File: src/rtl/sp_pkg.sv
// Shared types and widths for the sample receiver block.
package sp_pkg;

  // Default signed sample width and the non-wrapping accumulator width.
  localparam int DW   = 10;
  localparam int SUMW = DW + 4;

  // Width of the burst length / read pointer counters (0..16).
  localparam int LENW = 5;

  // Receiver control states.
  typedef enum logic [1:0] {
    ST_IDLE = 2'd0,
    ST_RECV = 2'd1,
    ST_DONE = 2'd2
  } state_e;

endpackage

File: src/rtl/sp_rx_if.sv
// Sample-in / host-read / summary bundle between the producer-host side and sp_rx.
interface sp_rx_if
  import sp_pkg::*;
#(
  parameter int DW = sp_pkg::DW
);

  logic                     in_valid;
  logic signed [DW-1:0]     in_data;
  logic                     rd_req;
  logic                     rd_valid;
  logic signed [DW-1:0]     rd_data;
  logic                     done;
  logic [LENW-1:0]          burst_len;
  logic signed [DW+3:0]     sum;
  logic signed [DW-1:0]     max_v;
  logic signed [DW-1:0]     min_v;
  logic                     ovf;

  // Producer/host side.
  modport master (
    output in_valid, in_data, rd_req,
    input  rd_valid, rd_data, done, burst_len, sum, max_v, min_v, ovf
  );

  // Receiver side.
  modport slave (
    input  in_valid, in_data, rd_req,
    output rd_valid, rd_data, done, burst_len, sum, max_v, min_v, ovf
  );

endinterface

File: src/rtl/sp_rx_buf.sv
// DEPTH x DW sample register file: one write port, one registered read port.
// The storage array has no reset; entries are only read after being written.
module sp_rx_buf #(
  parameter  int DEPTH = 16,
  parameter  int DW    = 10,
  localparam int AW    = (DEPTH > 1) ? $clog2(DEPTH) : 1
) (
  input  logic          clk,
  input  logic          rst_n,
  input  logic          cg_en,
  input  logic          we,
  input  logic [AW-1:0] waddr,
  input  logic [DW-1:0] wdata,
  input  logic          re,
  input  logic [AW-1:0] raddr,
  output logic [DW-1:0] rdata
);

  logic [DW-1:0] mem_q [DEPTH];
  logic [DW-1:0] rdata_q;
  logic [DW-1:0] rdata_d;
  logic          wclk_en_s;

  // Write-clock enable: with gating on, the array only sees clock on writes;
  // with gating off it is free-running. Either way only `we` changes contents.
  assign wclk_en_s = we | ~cg_en;

  // Storage array write (gated clock domain, no reset).
  always_ff @(posedge clk) begin
    if (wclk_en_s && we) begin
      mem_q[waddr] <= wdata;
    end
  end

  // Read-port next value: capture on a read, otherwise hold.
  always_comb begin
    rdata_d = rdata_q;
    if (re) begin
      rdata_d = mem_q[raddr];
    end else begin
      rdata_d = rdata_q;
    end
  end

  // Registered read data, cleared on reset.
  always_ff @(posedge clk or negedge rst_n) begin
    if (!rst_n) begin
      rdata_q <= {DW{1'b0}};
    end else begin
      rdata_q <= rdata_d;
    end
  end

  assign rdata = rdata_q;

endmodule

File: src/rtl/sp_rx.sv
// Burst sample receiver: buffers one burst, reports length/sum/max/min,
// then lets the host pop the buffered samples with one-cycle latency.
module sp_rx
  import sp_pkg::*;
#(
  parameter int DEPTH = 16,
  parameter int DW    = sp_pkg::DW
) (
  input  logic    clk,
  input  logic    rst_n,
  input  logic    cg_en,
  sp_rx_if.slave  bus
);

  localparam int              AW      = (DEPTH > 1) ? $clog2(DEPTH) : 1;
  localparam int              SW      = DW + 4;
  localparam logic [LENW-1:0] DEPTH_L = LENW'(DEPTH);
  localparam logic [LENW-1:0] ONE_L   = LENW'(1);

  state_e                 state_q, state_d;
  logic [LENW-1:0]        count_q, count_d;
  logic [LENW-1:0]        rd_ptr_q, rd_ptr_d;
  logic                   rd_valid_q, rd_valid_d;
  logic                   done_q, done_d;
  logic                   ovf_q, ovf_d;
  logic signed [SW-1:0]   sum_q, sum_d;
  logic signed [DW-1:0]   max_q, max_d;
  logic signed [DW-1:0]   min_q, min_d;

  logic                   we_s;
  logic                   re_s;
  logic [AW-1:0]          waddr_s;
  logic signed [DW-1:0]   samp_s;
  logic signed [SW-1:0]   samp_ext_s;
  logic [DW-1:0]          rdata_s;

  assign samp_s     = bus.in_data;
  assign samp_ext_s = {{4{samp_s[DW-1]}}, samp_s};

  // Next-state, accumulator and buffer-port control for the receive/read sequence.
  always_comb begin
    state_d    = state_q;
    count_d    = count_q;
    rd_ptr_d   = rd_ptr_q;
    rd_valid_d = 1'b0;
    done_d     = done_q;
    ovf_d      = ovf_q;
    sum_d      = sum_q;
    max_d      = max_q;
    min_d      = min_q;
    we_s       = 1'b0;
    re_s       = 1'b0;
    waddr_s    = {AW{1'b0}};
    case (state_q)
      ST_IDLE: begin
        if (bus.in_valid) begin
          state_d  = ST_RECV;
          we_s     = 1'b1;
          waddr_s  = {AW{1'b0}};
          count_d  = ONE_L;
          rd_ptr_d = {LENW{1'b0}};
          sum_d    = samp_ext_s;
          max_d    = samp_s;
          min_d    = samp_s;
          ovf_d    = 1'b0;
        end else begin
          state_d = ST_IDLE;
        end
      end
      ST_RECV: begin
        if (bus.in_valid) begin
          if (count_q < DEPTH_L) begin
            we_s    = 1'b1;
            waddr_s = count_q[AW-1:0];
            count_d = count_q + ONE_L;
            sum_d   = sum_q + samp_ext_s;
            max_d   = (samp_s > max_q) ? samp_s : max_q;
            min_d   = (samp_s < min_q) ? samp_s : min_q;
          end else begin
            // Buffer full: drop the sample, keep the summary, flag overflow.
            ovf_d = 1'b1;
          end
        end else begin
          state_d  = ST_DONE;
          done_d   = 1'b1;
          rd_ptr_d = {LENW{1'b0}};
        end
      end
      ST_DONE: begin
        if (bus.in_valid) begin
          ovf_d = 1'b1;
        end else begin
          ovf_d = ovf_q;
        end
        if (rd_ptr_q == count_q) begin
          // Everything popped: leave DONE; any rd_req here is ignored.
          state_d = ST_IDLE;
          done_d  = 1'b0;
        end else if (bus.rd_req) begin
          re_s       = 1'b1;
          rd_valid_d = 1'b1;
          rd_ptr_d   = rd_ptr_q + ONE_L;
        end else begin
          rd_ptr_d = rd_ptr_q;
        end
      end
      default: begin
        state_d = ST_IDLE;
        done_d  = 1'b0;
      end
    endcase
  end

  // Control FSM and registered summary/status outputs.
  always_ff @(posedge clk or negedge rst_n) begin
    if (!rst_n) begin
      state_q    <= ST_IDLE;
      count_q    <= {LENW{1'b0}};
      rd_ptr_q   <= {LENW{1'b0}};
      rd_valid_q <= 1'b0;
      done_q     <= 1'b0;
      ovf_q      <= 1'b0;
      sum_q      <= {SW{1'b0}};
      max_q      <= {DW{1'b0}};
      min_q      <= {DW{1'b0}};
    end else begin
      state_q    <= state_d;
      count_q    <= count_d;
      rd_ptr_q   <= rd_ptr_d;
      rd_valid_q <= rd_valid_d;
      done_q     <= done_d;
      ovf_q      <= ovf_d;
      sum_q      <= sum_d;
      max_q      <= max_d;
      min_q      <= min_d;
    end
  end

  sp_rx_buf #(
    .DEPTH (DEPTH),
    .DW    (DW)
  ) u_buf (
    .clk   (clk),
    .rst_n (rst_n),
    .cg_en (cg_en),
    .we    (we_s),
    .waddr (waddr_s),
    .wdata (samp_s),
    .re    (re_s),
    .raddr (rd_ptr_q[AW-1:0]),
    .rdata (rdata_s)
  );

  assign bus.rd_valid  = rd_valid_q;
  assign bus.rd_data   = rdata_s;
  assign bus.done      = done_q;
  assign bus.burst_len = count_q;
  assign bus.sum       = sum_q;
  assign bus.max_v     = max_q;
  assign bus.min_v     = min_q;
  assign bus.ovf       = ovf_q;

endmodule

File: src/flat_wrapper.sv
// flat-port wrapper written by rule: the top's interface ports become plain ports
module sp_rx_flat import sp_pkg::*;
#(
  parameter int DEPTH = 16,
  parameter int DW    = sp_pkg::DW
)
  (clk, rst_n, cg_en, bus_in_valid, bus_in_data, bus_rd_req, bus_rd_valid, bus_rd_data, bus_done, bus_burst_len, bus_sum, bus_max_v, bus_min_v, bus_ovf);
  sp_rx_if #(.DW(DW)) bus_i ();
  input  logic clk;
  input  logic rst_n;
  input  logic cg_en;
  input wire logic [$bits(bus_i.in_valid)-1:0] bus_in_valid;
  input wire logic [$bits(bus_i.in_data)-1:0] bus_in_data;
  input wire logic [$bits(bus_i.rd_req)-1:0] bus_rd_req;
  output wire logic [$bits(bus_i.rd_valid)-1:0] bus_rd_valid;
  output wire logic [$bits(bus_i.rd_data)-1:0] bus_rd_data;
  output wire logic [$bits(bus_i.done)-1:0] bus_done;
  output wire logic [$bits(bus_i.burst_len)-1:0] bus_burst_len;
  output wire logic [$bits(bus_i.sum)-1:0] bus_sum;
  output wire logic [$bits(bus_i.max_v)-1:0] bus_max_v;
  output wire logic [$bits(bus_i.min_v)-1:0] bus_min_v;
  output wire logic [$bits(bus_i.ovf)-1:0] bus_ovf;
  assign bus_i.in_valid = bus_in_valid;
  assign bus_i.in_data = bus_in_data;
  assign bus_i.rd_req = bus_rd_req;
  assign bus_rd_valid = bus_i.rd_valid;
  assign bus_rd_data = bus_i.rd_data;
  assign bus_done = bus_i.done;
  assign bus_burst_len = bus_i.burst_len;
  assign bus_sum = bus_i.sum;
  assign bus_max_v = bus_i.max_v;
  assign bus_min_v = bus_i.min_v;
  assign bus_ovf = bus_i.ovf;
  sp_rx #(.DEPTH(DEPTH), .DW(DW)) u_core (.clk(clk), .rst_n(rst_n), .cg_en(cg_en), .bus(bus_i));
endmodule
File: config.mk
export PLATFORM = sky130hd
export DESIGN_NAME = sp_rx_flat
export DESIGN_NICKNAME = d
export VERILOG_FILES = /design/src/rtl/sp_pkg.sv /design/src/rtl/sp_rx_if.sv /design/src/rtl/sp_rx_buf.sv /design/src/rtl/sp_rx.sv /design/src/flat_wrapper.sv
export SDC_FILE = /design/constraint.sdc
export NUM_CORES = 1
export LEC_CHECK = 0
export ABC_CLOCK_PERIOD_IN_PS = 6810
export BUFFER_PORTS_ARGS = -buffer_cell sky130_fd_sc_hd__buf_2
export CORE_ASPECT_RATIO = 2
export CORE_UTILIZATION = 60
export CTS_BUF_LIST = sky130_fd_sc_hd__clkbuf_4 sky130_fd_sc_hd__clkbuf_8
export DETAILED_ROUTE_END_ITERATION = 10
export PLACE_DENSITY = 0.86
export RECOVER_POWER = 25
export SYNTH_ARGS = -nofsm -noshare
export SYNTH_HDL_FRONTEND = slang
export SYNTH_HIERARCHICAL = 1
export SYNTH_SLANG_ARGS = --single-unit
File: constraint.sdc
create_clock -name clk -period 6.81 [get_ports clk]
set_input_delay 0.3405 -clock clk [delete_from_list [all_inputs] [get_ports clk]]
set_output_delay 0.3405 -clock clk [all_outputs]
set_load 0.01 [all_outputs]
==> report_table.html, run 1 <==
<table>
<tr><th>Metric</th><th>Value</th></tr>
<tr><th colspan="2">Outcome</th></tr>
<tr><td>Run status</td><td>finished, final reports clean</td></tr>
<tr><th colspan="2">Place</th></tr>
<tr><td>Total of buffers placed on input and output ports</td><td>65</td></tr>
<tr><td>Weighted congestion reported at the end of routability-driven placement</td><td>0.873</td></tr>
<tr><td>Detailed-placement wirelength estimate</td><td>around 16 mm</td></tr>
<tr><td>Worst slack at placement</td><td>3.32 ns</td></tr>
<tr><td>Placed cells</td><td>around 950</td></tr>
<tr><th colspan="2">Worst setup path</th></tr>
<tr><td>CP max-delay cell</td><td>sky130_fd_sc_hd__nor2_1</td></tr>
<tr><td>Endpoint of the lowest-slack register-to-register path</td><td>u_core/u_buf/mem_q[1][1]</td></tr>
<tr><td>Crit Path Max Fanout</td><td>53</td></tr>
<tr><td>Launching element type of the critical path</td><td>flop</td></tr>
<tr><td>Worst Setup Path Type</td><td>reg2reg</td></tr>
<tr><td>Cells traversed along the worst timing path</td><td>inv_1 -&gt; ha_1 -&gt; buf_4 -&gt; and3b_1 -&gt; a21o_1 -&gt; or3b_2 -&gt; nor2_1</td></tr>
<tr><td>Required time at the worst-slack endpoint</td><td>approximately 7 ns</td></tr>
<tr><td>Critical Path Sink Type</td><td>flop</td></tr>
<tr><td>Beginning of the worst register-to-register path</td><td>u_core/state_q[1]</td></tr>
<tr><td>Arrival @ worst endpoint</td><td>around 3.7 ns</td></tr>
<tr><td>Slack of the worst reg-to-reg path</td><td>3.26 ns</td></tr>
<tr><td>R2R cell count</td><td>7</td></tr>
<tr><td>Worst stage delay on the critical path</td><td>roughly 0.8 ns</td></tr>
<tr><th colspan="2">Final layout</th></tr>
<tr><td>Antenna diode instance count</td><td>0</td></tr>
<tr><td>Number of nets in the layout</td><td>around 830</td></tr>
<tr><td>Most common library cell in the layout ignoring fill and taps</td><td>sky130_fd_sc_hd__edfxtp_1</td></tr>
<tr><td>Non-filler instance count after layout</td><td>between 1000 and 1500</td></tr>
<tr><td>Share of post-route cells with drive strength above 1</td><td>18.9%</td></tr>
<tr><td>Area growth from synthesis to layout</td><td>9.71%</td></tr>
<tr><td>Commonest cells after routing, fill and taps aside</td><td>sky130_fd_sc_hd__edfxtp_1, sky130_fd_sc_hd__dfrtp_1, sky130_fd_sc_hd__buf_2</td></tr>
<tr><th colspan="2">Timing</th></tr>
<tr><td>Unrepaired setup endpoints after global routing</td><td>no</td></tr>
<tr><td>Setup violation total in the final timing report</td><td>0</td></tr>
<tr><td>Final setup slack of the worst path</td><td>3.26 ns</td></tr>
<tr><td>Sum of negative setup slack</td><td>0 ns</td></tr>
<tr><td>Final Max Tran Viols</td><td>0</td></tr>
<tr><td>Minimum clock period after layout</td><td>around 3.5 ns</td></tr>
<tr><td>Worst max-slew margin expressed relative to the limit</td><td>between 10% and 20%</td></tr>
<tr><td>Fmax achieved</td><td>282 MHz</td></tr>
<tr><td>Worst clock skew on the final layout</td><td>about 0.023 ns</td></tr>
<tr><td>Final hold violations</td><td>0</td></tr>
<tr><td>Final cycle utilization of the critical path</td><td>around 52%</td></tr>
<tr><td>Worst slew pin tran</td><td>1.32 ns</td></tr>
<tr><th colspan="2">Route</th></tr>
<tr><td>Wire length on met1</td><td>8.08 mm</td></tr>
<tr><td>Post-Route WL</td><td>23.6 mm</td></tr>
<tr><td>Met3 WL post-DR</td><td>between 1 and 1.5 mm</td></tr>
<tr><td>Average routed wire per standard cell</td><td>23.4 um</td></tr>
<tr><td>Drt via density</td><td>6.58</td></tr>
<tr><td>DR vias</td><td>about 6600</td></tr>
<tr><td>Top routing layer used</td><td>met4</td></tr>
<tr><td>Number of violations reported at the end of detailed-routing iteration 0</td><td>about 530</td></tr>
<tr><td>Number of routed nets with antenna violations</td><td>0</td></tr>
<tr><td>DR DRC count</td><td>0</td></tr>
<tr><td>Total iterations of the first detailed-routing run</td><td>5</td></tr>
<tr><td>Total met2 wirelength after detailed routing</td><td>between 10 and 15 mm</td></tr>
<tr><th colspan="2">Min path</th></tr>
<tr><td>End point of the most critical hold path</td><td>u_core/rd_ptr_q[0]</td></tr>
<tr><td>Worst hold stages</td><td>3</td></tr>
<tr><td>Type of the most critical hold path</td><td>in2reg</td></tr>
<tr><td>Startpoint of the lowest-slack hold path</td><td>bus_rd_req</td></tr>
<tr><th colspan="2">Global routing</th></tr>
<tr><td>Total congestion overflow after global routing</td><td>0</td></tr>
<tr><td>Via count of the first global-routing pass</td><td>6803</td></tr>
<tr><td>Gr usage total</td><td>between 20% and 30%</td></tr>
<tr><td>Largest net degree at the start of global routing</td><td>60</td></tr>
<tr><td>Antenna violations before repair</td><td>0</td></tr>
<tr><td>First-pass GRT wire length</td><td>between 30 and 40 mm</td></tr>
<tr><th colspan="2">Clock tree</th></tr>
<tr><td>Post-CTS resize count</td><td>0</td></tr>
<tr><td>Clock latency reported for the late side of the worst-skew pair</td><td>~0.57 ns</td></tr>
<tr><td>Buffers inserted during post-CTS setup optimization</td><td>0</td></tr>
<tr><td>Clock-pin slew on the worst setup and hold paths</td><td>0.07 ns</td></tr>
<tr><td>Maximum number of buffers from clock root to sink</td><td>3</td></tr>
<tr><td>H-tree Lvls</td><td>1</td></tr>
<tr><td>Total clock buffers created by CTS</td><td>30</td></tr>
<tr><td>Clock sinks</td><td>between 200 and 250</td></tr>
<tr><td>Clk root buf</td><td>sky130_fd_sc_hd__clkbuf_8</td></tr>
<tr><td>CTS tree</td><td>yes</td></tr>
<tr><th colspan="2">Synth</th></tr>
<tr><td>Share of the synthesized area in the top cell type</td><td>around 46%</td></tr>
<tr><td>Number of synthesized register bits</td><td>about 220</td></tr>
<tr><td>Most frequently used flop master after synthesis</td><td>sky130_fd_sc_hd__edfxtp_1</td></tr>
<tr><td>Number of synthesis warnings</td><td>6</td></tr>
<tr><td>Mapped Nets</td><td>roughly 750</td></tr>
<tr><td>Number of distinct standard cells referenced by the synthesized netlist</td><td>between 60 and 70</td></tr>
<tr><td>Mean post-synth cell area</td><td>roughly 15 um2</td></tr>
<tr><td>Cell type with the highest aggregate area in the netlist</td><td>sky130_fd_sc_hd__edfxtp_1</td></tr>
<tr><td>Gate Count Post-Synth</td><td>700</td></tr>
<tr><td>Async set-reset flop share out of synthesis</td><td>~27%</td></tr>
<tr><td>Top cells by area in the synthesized netlist</td><td>sky130_fd_sc_hd__edfxtp_1, sky130_fd_sc_hd__dfrtp_1, sky130_fd_sc_hd__mux4_1</td></tr>
<tr><td>Proportion of synthesized chip area in sequential cells</td><td>between 50% and 60%</td></tr>
<tr><td>Number of enable-type register cells in the synthesized netlist</td><td>160</td></tr>
<tr><td>Post-Synthesis Cell Area</td><td>0.0105 mm2</td></tr>
<tr><th colspan="2">Floorplan</th></tr>
<tr><td>Floorplan row count</td><td>about 70</td></tr>
<tr><td>Die Span Y</td><td>approximately 190 um</td></tr>
<tr><td>Die footprint</td><td>roughly 0.018 mm2</td></tr>
<tr><td>Floorplan Core Area</td><td>roughly 0.017 mm2</td></tr>
<tr><td>Number of top-level design ports</td><td>67</td></tr>
<tr><td>Die extent in x</td><td>~96 um</td></tr>
<tr><td>Initial Utilization</td><td>61.3%</td></tr>
<tr><th colspan="2">Pwr</th></tr>
<tr><td>Leakage power figure</td><td>between 4 and 5 nW</td></tr>
<tr><td>Worst vdd rail ir drop</td><td>approximately 0.33 mV</td></tr>
<tr><td>Pwr Density</td><td>around 390 mW/mm2</td></tr>
<tr><th colspan="2">Run</th></tr>
<tr><td>Maxcap violations</td><td>0</td></tr>
</table>
[metrics by stage]
stage | utilization, % | hold slack [ns] | instance area (um2) | total power, mW
after floorplan | - | 0.0449 | 10500 | 2.91
after global placement | 63.3 | 0.493 | 10900 | 3.24
after detailed placement | 63.3 | 0.489 | 10900 | 3.33
after CTS | 67.3 | 0.0418 | 11600 | 4.46
after global routing | 67.2 | 0.0918 | 11600 | 4.69
final | 67.2 | 0.0833 | 11600 | 4.46
[worst max-delay path: cells and delay by family, from the launching register on]
| kind | cells | cell delay [ns] |
|---|---|---|
| AO/OA/AOI/OAI | 1 | 0.22 |
| AND/OR/NAND/NOR | 3 | 1.83 |
| buffers and inverters | 2 | 0.56 |
| flip-flops | 1 | 0.40 |
| adder cells (fa/ha/maj) | 1 | 0.15 |
[logic make-up after synthesis]
kind of cell | Yosys count | synth area share (%)
xor gates and xnor gates | 17 | 1.41
and+or+nand+nor | 151 | 7.26
buffers and inverters | 61 | 4.10
adders and majority gates | 39 | 4.71
muxes | 73 | 13.4
DFF | 219 | 59.6
AOI/OAI and AO/OA | 140 | 9.51
[layout make-up]
class                      instances  area, um2
inverter                          29        109
tap                              210        263
clock buffer                      35        457
multi-input combinational        420       3820
clock inverter                    20        220
fill                            1148       5630
sequential                       219       6280
timing repair buffer              77        405
[registers in the layout (all words and copies together) (netlist names)]
name	count
u_core/bus.rd_valid	1
u_core/rd_ptr_q	5
u_core/bus.ovf	1
u_core/u_buf/rdata	10
u_core/bus.min_v	10
u_core/bus.done	1
u_core/bus.burst_len	5
u_core/bus.max_v	10
u_core/state_q	2
u_core/bus.sum	14
u_core/u_buf/mem_q	160
[worst max path at each step]
stage                      startpoint                       end  slack, ns
finish              u_core/state_q[1]  u_core/u_buf/mem_q[1][1]       3.26
global route        u_core/state_q[1]  u_core/u_buf/mem_q[1][9]       3.07
CTS                 u_core/state_q[1]  u_core/u_buf/mem_q[1][5]       3.28
detailed placement  u_core/state_q[1]  u_core/u_buf/mem_q[1][9]       3.32
global placement    u_core/state_q[1]  u_core/u_buf/mem_q[1][3]       3.50
floorplan           u_core/state_q[1]  u_core/u_buf/mem_q[0][0]       3.88
[synthesized netlist by cell type, drive strengths merged, types with 10 or more instances]
library cell	instances
nand4	10
xnor2	13
o22ai	10
nand3b	10
nand2	26
buf	14
mux2i	21
edfxtp	160
ha	38
inv	29
nor2	46
and2	10
o2111ai	11
a21oi	18
mux4	40
o21ai	34
a31oi	11
dfrtp	59
clkbuf	18
nand3	21
a221oi	12
mux2	12
[power by group]
part | leakage, nW | internal (mW) | switching [mW]
combinational | 1.83 | 0.657 | 0.896
sequential | 2.16 | 1.63 | 0.150
clock | 0.344 | 0.637 | 0.492
[timing repair]
action                                  CTS  global route
hold buffers                              1             0
endpoints found under the setup margin    0             0
hold endpoints to repair                 59             0
[layer usage]
layer | vias to the layer above | track usage, %
met4 | 0 | 15.5
met3 | 71 | 3.17
met1 | 3340 | 30.8
li1 | 2933 | -
met5 | - | 0
met2 | 298 | 49.9
Note: power is estimated with default switching activity, not from simulation.
==> inputs of run 2 (changes only) <==
Settings changed: ABC_CLOCK_PERIOD_IN_PS 6810 to 3400.
Clock period 6.81 ns to 3.4 ns, I/O delays scaled along.
==> run 2 against run 1 <==
Flip-flop and latch count did not move. Fmax up 26%. Non-clock buffer count rose by 14. Worst setup slack worse by 2.7 ns. Power grew 94%. Sequential share of layout area down 0.088 points. Cell count is 1.1% higher. Combinational power increased by 100%. Global-route usage fell by 0.63 points.
==> report_table.html, run 2 (synthesis gave the netlist of run 1 again) <==
<table>
<tr><th>Metric</th><th>Value</th></tr>
<tr><th colspan="2">Final layout</th></tr>
<tr><td>Area growth from synthesis to layout</td><td>9.89% (was 9.71%)</td></tr>
<tr><td>Commonest cells after routing, fill and taps aside</td><td>sky130_fd_sc_hd__edfxtp_1, sky130_fd_sc_hd__dfrtp_1, sky130_fd_sc_hd__buf_2 (unchanged)</td></tr>
<tr><td>Biggest register</td><td>u_core/u_buf/mem_q (unchanged)</td></tr>
<tr><td>Core occupancy in the finished layout</td><td>67.3% (was 67.2%)</td></tr>
<tr><td>Number of nets in the layout</td><td>843 (was 831)</td></tr>
<tr><td>Flip-flop count of the largest register after layout</td><td>160 (unchanged)</td></tr>
<tr><td>Share of post-route cells with drive strength above 1</td><td>19.2% (was 18.9%)</td></tr>
<tr><td>Most common library cell in the layout ignoring fill and taps</td><td>sky130_fd_sc_hd__edfxtp_1 (unchanged)</td></tr>
<tr><td>Antenna diode instance count</td><td>0 (unchanged)</td></tr>
<tr><td># fillers</td><td>1158 (was 1148)</td></tr>
<tr><th colspan="2">Worst setup path</th></tr>
<tr><td>Beginning of the worst register-to-register path</td><td>u_core/state_q[1] (unchanged)</td></tr>
<tr><td>Required time at the worst-slack endpoint</td><td>3.57 ns (was 7.00 ns)</td></tr>
<tr><td>Critical Path Sink Type</td><td>flop (unchanged)</td></tr>
<tr><td>Cells traversed along the worst timing path</td><td>inv_1 -&gt; ha_1 -&gt; and3b_1 -&gt; and2_1 -&gt; nand2_1 -&gt; nor2_1 (was inv_1 -&gt; ha_1 -&gt; buf_4 -&gt; and3b_1 -&gt; a21o_1 -&gt; or3b_2 -&gt; nor2_1)</td></tr>
<tr><td>Crit Path Max Fanout</td><td>13 (was 53)</td></tr>
<tr><td>Stages on the worst setup path</td><td>6 (was 7)</td></tr>
<tr><td>R2R cell count</td><td>6 (was 7)</td></tr>
<tr><td>Worst stage delay on the critical path</td><td>0.76 ns (was 0.79 ns)</td></tr>
<tr><td>Launching element type of the critical path</td><td>flop (unchanged)</td></tr>
<tr><td>CP max-delay cell</td><td>sky130_fd_sc_hd__nor2_1 (unchanged)</td></tr>
<tr><td>Critical path's top delay family</td><td>simple AND/OR/NAND/NOR gates (unchanged)</td></tr>
<tr><td>Arrival @ worst endpoint</td><td>2.99 ns (was 3.74 ns)</td></tr>
<tr><td>Endpoint of the lowest-slack register-to-register path</td><td>u_core/u_buf/mem_q[11][4] (was u_core/u_buf/mem_q[1][1])</td></tr>
<tr><td>Slack of the worst reg-to-reg path</td><td>0.58 ns (was 3.26 ns)</td></tr>
<tr><td>Bufs and invs on worst path</td><td>1 (was 2)</td></tr>
<tr><td>Worst Setup Path Type</td><td>reg2reg (unchanged)</td></tr>
<tr><th colspan="2">Clock tree</th></tr>
<tr><td>Total clock buffers created by CTS</td><td>28 (was 30)</td></tr>
<tr><td>Buffers inserted during post-CTS setup optimization</td><td>0 (unchanged)</td></tr>
<tr><td>Clock latency reported for the late side of the worst-skew pair</td><td>0.56 ns (was 0.57 ns)</td></tr>
<tr><td>Clock-pin slew on the worst setup and hold paths</td><td>0.07 ns (about the same)</td></tr>
<tr><td>Post-CTS resize count</td><td>0 (unchanged)</td></tr>
<tr><td>Clk root buf</td><td>sky130_fd_sc_hd__clkbuf_8 (unchanged)</td></tr>
<tr><td>Maximum number of buffers from clock root to sink</td><td>3 (unchanged)</td></tr>
<tr><td>H-tree Lvls</td><td>1 (unchanged)</td></tr>
<tr><td>Clock sinks</td><td>219 (unchanged)</td></tr>
<tr><td>Count of hold-fix buffers inserted at cts</td><td>4 (was 1)</td></tr>
<tr><td>CTS tree</td><td>yes (unchanged)</td></tr>
<tr><th colspan="2">Place</th></tr>
<tr><td>Weighted congestion reported at the end of routability-driven placement</td><td>0.828 (was 0.873)</td></tr>
<tr><td>Detailed-placement wirelength estimate</td><td>15.7 mm (was 16.1 mm)</td></tr>
<tr><td>Total of buffers placed on input and output ports</td><td>65 (unchanged)</td></tr>
<tr><th colspan="2">Global routing</th></tr>
<tr><td>Antenna violations before repair</td><td>0 (unchanged)</td></tr>
<tr><td>Via count of the first global-routing pass</td><td>6781 (was 6803)</td></tr>
<tr><td>First-pass GRT wire length</td><td>36.0 mm (was 37.1 mm)</td></tr>
<tr><td>Total congestion overflow after global routing</td><td>0 (unchanged)</td></tr>
<tr><td>Largest net degree at the start of global routing</td><td>52 (was 60)</td></tr>
<tr><td>Gr usage total</td><td>27.1% (was 27.7%)</td></tr>
<tr><th colspan="2">Pwr</th></tr>
<tr><td>Net switching power</td><td>3.03 mW (was 1.54 mW)</td></tr>
<tr><td>Clock network fraction of total power</td><td>22.8% (was 25.3%)</td></tr>
<tr><td>Cell internal pwr</td><td>5.64 mW (was 2.92 mW)</td></tr>
<tr><td>Sequential group share of total power</td><td>41.0% (was 39.9%)</td></tr>
<tr><td>Worst vdd rail ir drop</td><td>0.657 mV (was 0.327 mV)</td></tr>
<tr><td>Logic gate share of total power</td><td>36.2% (was 34.8%)</td></tr>
<tr><td>Pwr Density</td><td>750 mW/mm2 (was 386 mW/mm2)</td></tr>
<tr><td>Leakage power figure</td><td>4.36 nW (was 4.33 nW)</td></tr>
<tr><td>Sw frac</td><td>34.9% (was 34.5%)</td></tr>
<tr><th colspan="2">Timing</th></tr>
<tr><td>Fmax achieved</td><td>354 MHz (was 282 MHz)</td></tr>
<tr><td>Final hold violations</td><td>0 (unchanged)</td></tr>
<tr><td>Final Max Tran Viols</td><td>0 (unchanged)</td></tr>
<tr><td>Worst slew pin tran</td><td>1.33 ns (was 1.32 ns)</td></tr>
<tr><td>Sum of negative setup slack</td><td>0 ns (unchanged)</td></tr>
<tr><td>Minimum clock period after layout</td><td>2.82 ns (was 3.55 ns)</td></tr>
<tr><td>Worst clock skew on the final layout</td><td>0.0249 ns (was 0.0228 ns)</td></tr>
<tr><td>Final cycle utilization of the critical path</td><td>83.0% (was 52.1%)</td></tr>
<tr><td>Setup violation total in the final timing report</td><td>0 (unchanged)</td></tr>
<tr><td>Unrepaired setup endpoints after global routing</td><td>no (unchanged)</td></tr>
<tr><td>Worst max-slew margin expressed relative to the limit</td><td>11.4% (was 11.8%)</td></tr>
<tr><th colspan="2">Floorplan</th></tr>
<tr><td>Die Span Y</td><td>189 um (unchanged)</td></tr>
<tr><td>Floorplan Core Area</td><td>0.0172 mm2 (unchanged)</td></tr>
<tr><td>Floorplan row count</td><td>68 (unchanged)</td></tr>
<tr><td>Die footprint</td><td>0.0181 mm2 (unchanged)</td></tr>
<tr><td>Initial Utilization</td><td>61.3% (unchanged)</td></tr>
<tr><td>Number of top-level design ports</td><td>67 (unchanged)</td></tr>
<tr><td>Die extent in x</td><td>95.7 um (unchanged)</td></tr>
<tr><th colspan="2">Min path</th></tr>
<tr><td>Type of the most critical hold path</td><td>in2reg (unchanged)</td></tr>
<tr><td>End point of the most critical hold path</td><td>u_core/u_buf/mem_q[3][9] (was u_core/rd_ptr_q[0])</td></tr>
<tr><td>Worst hold stages</td><td>1 (was 3)</td></tr>
<tr><td>Startpoint of the lowest-slack hold path</td><td>bus_in_data[9] (was bus_rd_req)</td></tr>
<tr><th colspan="2">Route</th></tr>
<tr><td>Number of routed nets with antenna violations</td><td>0 (unchanged)</td></tr>
<tr><td>Drt via density</td><td>6.43 (was 6.58)</td></tr>
<tr><td>Total iterations of the first detailed-routing run</td><td>5 (unchanged)</td></tr>
<tr><td>Average routed wire per standard cell</td><td>22.9 um (was 23.4 um)</td></tr>
<tr><td>Post-Route WL</td><td>23.4 mm (was 23.6 mm)</td></tr>
<tr><td>Number of violations reported at the end of detailed-routing iteration 0</td><td>455 (was 531)</td></tr>
<tr><td>DR DRC count</td><td>0 (unchanged)</td></tr>
<tr><td>DR vias</td><td>6561 (was 6642)</td></tr>
<tr><th colspan="2">Outcome</th></tr>
<tr><td>Run status</td><td>finished, final reports clean (unchanged)</td></tr>
<tr><th colspan="2">Run</th></tr>
<tr><td>Maxcap violations</td><td>0 (unchanged)</td></tr>
</table>
-- run 2: changes by cell type in the layout (fill, tap and decap cells not counted), sizes merged --
| cell | change |
|---|---|
| clkbuf | -2 |
| clkinvlp | -2 |
| dlygate4sd3 | +3 |
| buf | +10 |
| bufinv | -2 |
| clkinv | +4 |
-- run 2: cell type report --
cell class	instances	area, um2	share of cell area, %
multi-input combinational	420	3820	33.0
clock buffer	32	422	3.64
tap	210	263	2.27
clock inverter	20	163	1.41
inverter	29	109	0.941
sequential	219	6280	54.3
timing repair buffer	91	517	4.47
-- run 2: worst max path at each step --
| stage | slack (ns) | start | endpoint |
|---|---|---|---|
| floorplan | 0.47 | u_core/state_q[1] | u_core/u_buf/mem_q[0][0] |
| global placement | 0.83 | u_core/state_q[1] | u_core/u_buf/mem_q[15][2] |
| detailed placement | 0.62 | u_core/state_q[1] | u_core/u_buf/mem_q[11][3] |
| CTS | 0.61 | u_core/state_q[1] | u_core/u_buf/mem_q[11][4] |
| global route | 0.42 | u_core/state_q[1] | u_core/u_buf/mem_q[7][4] |
| finish | 0.58 | u_core/state_q[1] | u_core/u_buf/mem_q[11][4] |
-- run 2: per-layer routing --
layer  wire, um  GRT usage [%]  up-vias
met5          0              0        -
met4       1160           14.4        0
met3       1190           3.05       71
met2      12800           48.6      281
met1       8190           30.7     3258
li1           -              -     2951
-- run 2: power by group through the flow --
stage | clock [mW] | combinational (mW) | sequential [mW]
after floorplan | 0 | 2.13 | 3.69
final | 1.98 | 3.14 | 3.56
after global placement | 0 | 2.91 | 3.58
after CTS | 2.01 | 3.09 | 3.55
after detailed placement | 0 | 3.06 | 3.61
after global routing | 2.11 | 3.39 | 3.60
-- run 2: metrics by stage --
step,total power [mW],std cells,area (um2),hold slack (ns),setup slack [ns]
4_1_cts,8.66,1021,11600,0.0842,0.606
3_3_place_gp,6.49,965,11000,0.302,0.827
5_1_grt,9.10,1021,11600,0.162,0.416
6_report,8.67,1021,11600,0.165,0.578
2_1_floorplan,5.82,700,10500,-0.126,0.473
3_5_place_dp,6.67,965,11000,0.316,0.615
